## src/rtl/display_scan_capture.sv

```systemverilog
// Receive-side decoder for a multiplexed 4-digit seven-segment bus: settles, captures
// and decodes each digit, assembles frames and publishes a stable BCD value.
module display_scan_capture #(
  parameter bit          SEG_ACTIVE_LOW = 1'b1,
  parameter bit          DIG_ACTIVE_LOW = 1'b1,
  parameter int unsigned SETTLE         = 4,
  parameter int unsigned STABLE_FRAMES  = 2
) (
  input  logic        clk,
  input  logic        rst,
  input  logic [6:0]  mostrador_i,
  input  logic [3:0]  digit_i,
  output logic [15:0] bcd_o,
  output logic [3:0]  blank_o,
  output logic        valid_o,
  output logic        update_o,
  output logic        error_o
);

  localparam int unsigned CNT_W   = $clog2(SETTLE + 1);
  localparam int unsigned MATCH_W = $clog2(STABLE_FRAMES + 1);

  logic [6:0]         seg;
  logic [3:0]         dig;
  logic [6:0]         prev_seg;
  logic [3:0]         prev_dig;
  logic [CNT_W-1:0]   settle_cnt;
  logic [CNT_W-1:0]   cnt_next;
  logic               sampled;
  logic               sampled_eff;
  logic               conflict_q;
  logic               dig_onehot;
  logic               dig_conflict;
  logic               capture;
  logic [3:0]         dec_val;
  logic               dec_blank;
  logic               dec_ok;
  logic [15:0]        frame_bcd;
  logic [3:0]         frame_blank;
  logic [3:0]         cap_mask;
  logic [3:0]         inv_mask;
  logic [15:0]        cand_bcd;
  logic [3:0]         cand_blank;
  logic [MATCH_W-1:0] match_cnt;
  logic               publish;

  assign seg = SEG_ACTIVE_LOW ? ~mostrador_i : mostrador_i;
  assign dig = DIG_ACTIVE_LOW ? ~digit_i : digit_i;

  // Settle tracking: counter restarts on any change of enable or segments
  always_comb begin
    dig_onehot   = $onehot(dig);
    dig_conflict = (dig != 4'h0) && !dig_onehot;
    cnt_next     = '0;
    if (dig_onehot) begin
      if (dig == prev_dig && seg == prev_seg) begin
        cnt_next = (settle_cnt == CNT_W'(SETTLE)) ? settle_cnt : settle_cnt + CNT_W'(1);
      end else begin
        cnt_next = CNT_W'(1);
      end
    end
    sampled_eff = sampled && (dig == prev_dig);
    capture     = dig_onehot && (cnt_next == CNT_W'(SETTLE)) && !sampled_eff;
  end

  // Seven-segment to BCD decode; all-dark is a blank digit
  always_comb begin
    dec_ok    = 1'b1;
    dec_blank = 1'b0;
    dec_val   = 4'hF;
    case (seg)
      7'h3F:   dec_val = 4'd0;
      7'h06:   dec_val = 4'd1;
      7'h5B:   dec_val = 4'd2;
      7'h4F:   dec_val = 4'd3;
      7'h66:   dec_val = 4'd4;
      7'h6D:   dec_val = 4'd5;
      7'h7D:   dec_val = 4'd6;
      7'h07:   dec_val = 4'd7;
      7'h7F:   dec_val = 4'd8;
      7'h6F:   dec_val = 4'd9;
      7'h00:   dec_blank = 1'b1;
      default: dec_ok = 1'b0;
    endcase
  end

  assign publish = (match_cnt == MATCH_W'(STABLE_FRAMES)) &&
                   (!valid_o || cand_bcd != bcd_o || cand_blank != blank_o);

  // Input history, settle counter, sampled flag and error pulse
  always_ff @(posedge clk) begin
    if (rst) begin
      prev_dig   <= '0;
      prev_seg   <= '0;
      settle_cnt <= '0;
      sampled    <= 1'b0;
      conflict_q <= 1'b0;
      error_o    <= 1'b0;
    end else begin
      prev_dig   <= dig;
      prev_seg   <= seg;
      settle_cnt <= cnt_next;
      sampled    <= dig_onehot && (capture || sampled_eff);
      conflict_q <= dig_conflict;
      error_o    <= (dig_conflict && !conflict_q) || (capture && !dec_ok);
    end
  end

  // Frame assembly and candidate matching; a repeated slot restarts the frame
  always_ff @(posedge clk) begin
    if (rst) begin
      frame_bcd   <= '0;
      frame_blank <= '0;
      cap_mask    <= '0;
      inv_mask    <= '0;
      cand_bcd    <= '0;
      cand_blank  <= '0;
      match_cnt   <= '0;
    end else if (capture) begin
      for (int i = 0; i < 4; i++) begin
        if (dig[i]) begin
          frame_bcd[i*4 +: 4] <= dec_val;
          frame_blank[i]      <= dec_blank;
        end
      end
      if ((cap_mask & dig) != 4'h0) begin
        cap_mask <= dig;
        inv_mask <= dec_ok ? 4'h0 : dig;
      end else begin
        cap_mask <= cap_mask | dig;
        inv_mask <= inv_mask | (dec_ok ? 4'h0 : dig);
      end
    end else if (cap_mask == 4'hF) begin
      cap_mask <= '0;
      inv_mask <= '0;
      if (inv_mask != 4'h0) begin
        match_cnt <= '0;
      end else if (frame_bcd == cand_bcd && frame_blank == cand_blank) begin
        if (match_cnt != MATCH_W'(STABLE_FRAMES)) match_cnt <= match_cnt + MATCH_W'(1);
      end else begin
        cand_bcd   <= frame_bcd;
        cand_blank <= frame_blank;
        match_cnt  <= MATCH_W'(1);
      end
    end
  end

  // Published value
  always_ff @(posedge clk) begin
    if (rst) begin
      bcd_o    <= '0;
      blank_o  <= '0;
      valid_o  <= 1'b0;
      update_o <= 1'b0;
    end else begin
      update_o <= publish;
      if (publish) begin
        bcd_o   <= cand_bcd;
        blank_o <= cand_blank;
        valid_o <= 1'b1;
      end
    end
  end

endmodule
```

## config.mk

```make
export PLATFORM = sky130hd
export DESIGN_NAME = display_scan_capture
export DESIGN_NICKNAME = d
export VERILOG_FILES = /design/src/rtl/display_scan_capture.sv
export SDC_FILE = /design/constraint.sdc
export NUM_CORES = 1
export LEC_CHECK = 0
export BUFFER_PORTS_ARGS = -buffer_cell sky130_fd_sc_hd__buf_2
export CORE_MARGIN = 3
export CORE_UTILIZATION = 31
export DETAILED_ROUTE_END_ITERATION = 7
export GPL_TIMING_DRIVEN = 0
export PLACE_DENSITY_LB_ADDON = 0.1
export SLEW_MARGIN = 20
export SYNTH_ARGS = -nofsm -noshare
export SYNTH_HDL_FRONTEND = slang
export SYNTH_SLANG_ARGS = --single-unit
export TNS_END_PERCENT = 10
```

## constraint.sdc

```tcl
create_clock -name clk -period 3.8 [get_ports clk]
set_input_delay 0.57 -clock clk [delete_from_list [all_inputs] [get_ports clk]]
set_output_delay 0.57 -clock clk [all_outputs]
set_load 0.01 [all_outputs]
```

==> results.md <==
* Number of synthesized register bits at 89
* Cell Area, Placed at 4703 µm²
* Slew margin rel. at 0.4574
* Num CTS Buffers at 9
* Crit path DAT at 3600 ps
* Die Y-Extent at 124.1 µm
* Crit path from: digit_i[0]
* First-pass GRT wire length at 17550 µm
* CP Capture Point: cand_bcd[9]
* Initial DRT Pass Iterations at 4
* Cell Rows at 42
* Postcts setup bufs at 0
* WHS Path Cells at 1
* I/O pin count at 36
* Mapped Nets at 473
* Max cap viols at 0
* Clk sink count at 89
* Fillers at 1427
* Chip width at 124.1 µm
* Layout cell share with drive strength beyond 1 at 0.1297
* Critical path peak fanout at 10
* Tot Pwr at 2.033 mW
* Reg2Reg Capture Point: bcd_o[10]
* Slew Limit Fails at 0
* Post-synthesis average cell area at 9.543 µm²
* Worst r2r path cells at 8
* Status: finished clean
* Die ar. at 15400 µm²
* Final ANT Viol Nets at 0
* Unrepaired setup endpoints after global routing: false
* Largest net degree at the start of global routing at 16
* Detail Placement HPWL at 8089 µm
* Hold Slack at 478.5 ps
* Drc violations at 0
* Final Net Count at 516
* Number of port buffers at 32
* Highest clock rate at 0.2954 GHz
* Synth area leader: dfxtp_1
* Ys async rst share at 0
* Final GP Congestion at 0.8257
* Post-Syn Area at 4323 µm²
* Top cell type's share of synthesized area at 0.4122
* Vias per inst at 4.799
* Initial antenna violation count at 0
* Cells after Synth at 453
* Slew @ Worst Pin at 813.9 ps
* H-tree depth at 3
* Dominant cells by area after synthesis: dfxtp_1 (41%), mux2i_1 (11%), nand2b_1 (6.4%)
* VDD IR max at 0.2133 mV
* Clk_skew at 7.620 ps
* Initial drt markers at 179
* Clock tree buffer depth at 2
* Avg WL per Cell at 16.12 µm
* Worst setup margin at 414.2 ps
* Post-synth EDFFs at 0
* Vias post-DR at 3249
* Reg2reg setup slack at 1060 ps
* GRT overflow at 0
* Core ar. at 13450 µm²
* Critical setup path kind: input port to flop
* Starting Density at 0.3213
* Ys flop type: dfxtp_1
* CP required at 4020 ps
* Worst Setup Start Kind: input port
* Post-CTS sizing at 0
* Hold WC Path Type: flop to flop
* Clock Tree Root: clkbuf_16
* Yosys cell types at 55
* Clk slew on worst S/H paths at 70 ps
* Power Density at 404.9 nW/µm²
* Design area at 5022 µm²
* Clk_lat worst skew at 340 ps
* WL final at 10920 µm
* Number of antenna diodes at 0
* Post-CTS Hold Fix Bufs at 0
* Vias in the first global route at 3175
* Setup crit end kind: flop
* Standby leakage power at 1.890 nW
* Reg2reg start: cand_bcd[6]
* Area grow syn2layout at 16.18%
* Final setup viols at 0
* Pre-CTS setup slack at -1.612 ps
* Synth warn at 0
* TritonCTS clock tree: done
* Post-layout util at 0.3733
* Post-route clock period utilization at 0.8910
* Hold Vio Cnt, Final at 0
* Fin crit period at 3386 ps
* Seq/Total Area, Yosys at 0.4122
* GRT Resource Usage Total at 0.1518
sequential cells by signal, indices dropped and copies added, names as in the netlist:
register	count
frame_blank	4
error_o	1
prev_dig	4
sampled	1
cand_blank	4
update_o	1
frame_bcd	16
cap_mask	4
prev_seg	7
valid_o	1
inv_mask	4
blank_o	4
cand_bcd	16
conflict_q	1
match_cnt	2
settle_cnt	3
bcd_o	16
cells by family after synthesis:
group / share of synthesized area
flip-flops: 0.4122
AO/OA/AOI/OAI: 0.08538
AND/OR/NAND/NOR: 0.2272
XOR/XNOR: 0.1074
buffers and inverters: 0.03473
multiplexers: 0.1111
adder cells (fa/ha/maj): 0.02200
worst min-delay path by stage:
stage / startpoint / endpoint
final: inv_mask[0] / inv_mask[0]
after CTS: inv_mask[0] / inv_mask[0]
after floorplan: inv_mask[3] / inv_mask[3]
after detailed placement: inv_mask[1] / inv_mask[1]
after global routing: inv_mask[0] / inv_mask[0]
after global placement: inv_mask[1] / inv_mask[1]
worst max-delay path, cell delays in order:
cell and delay [ps]:
buf_2 170, fa_1 540, inv_1 40, ha_1 170
ha_1 270, nor3b_1 440, nand2b_1 90, clkbuf_1 280
or2_1 330, o21ai_1 190, nor2_1 70, buf_2 250
mux2i_1 170
layout by cell type (no fill, tap or decap), types with 8 or more instances in the layout:
| cell | count |
|---|---|
| clkbuf_16 | 9 |
| clkbuf_1 | 17 |
| a21oi_1 | 9 |
| nor2_1 | 64 |
| nand2b_1 | 44 |
| xor2_1 | 28 |
| buf_2 | 38 |
| dfxtp_1 | 89 |
| inv_1 | 11 |
| nor4_1 | 11 |
| a211oi_1 | 8 |
| mux2i_1 | 48 |
| xnor2_1 | 25 |
| nand2_1 | 8 |
cell usage after synthesis, drive strengths merged, types with 2 or more instances:
cell    count
a211oi      8
a21oi       9
a221oi      2
a22o        5
buf         9
clkbuf     16
dfxtp      89
ha          6
inv        11
mux2i      48
nand2       8
nand2b     44
nand3       5
nand4       6
nor2       64
nor2b       3
nor3        5
nor4       16
nor4b       3
o21a        2
o21ai       7
o21ba       2
o31ai       4
o41ai       2
or2         5
xnor2      25
xor2       28
routing by layer:
metal  global-route usage  part of all wire  up-vias
met5                    0                 0        -
met4              0.05955             0.014        0
met3              0.02452             0.025       10
met2               0.2264              0.45       35
met1               0.2184              0.51     1557
li1                     -                 -     1647
metrics by stage:
| stage | TNS [ps] | cells |
|---|---|---|
| 2_1_floorplan | 0 | 453 |
| 3_3_place_gp | 0 | 661 |
| 3_5_place_dp | -1.612 | 661 |
| 4_1_cts | 0 | 677 |
| 5_1_grt | 0 | 677 |
| 6_report | 0 | 677 |
final cells by class:
class | instances | area, µm² | share of cell area
Tap cell | 176 | 220.2 | 0.04385
Multi-Input combinational cell | 328 | 2391 | 0.4761
Buffer | 25 | 108.9 | 0.02167
Timing Repair Buffer | 32 | 160.2 | 0.03189
Clock inverter | 6 | 90.09 | 0.01794
Inverter | 11 | 41.29 | 0.008221
Clock buffer | 10 | 229.0 | 0.04559
Sequential cell | 89 | 1782 | 0.3548
power breakdown:
part	switching (mW)	total, mW	internal (mW)
Combinational	0.0803	0.122	0.0420
Sequential	0.00419	0.947	0.943
Clock	0.385	0.964	0.579
Total	0.470	2.03	1.56
Power figures use the tool's default switching activity.
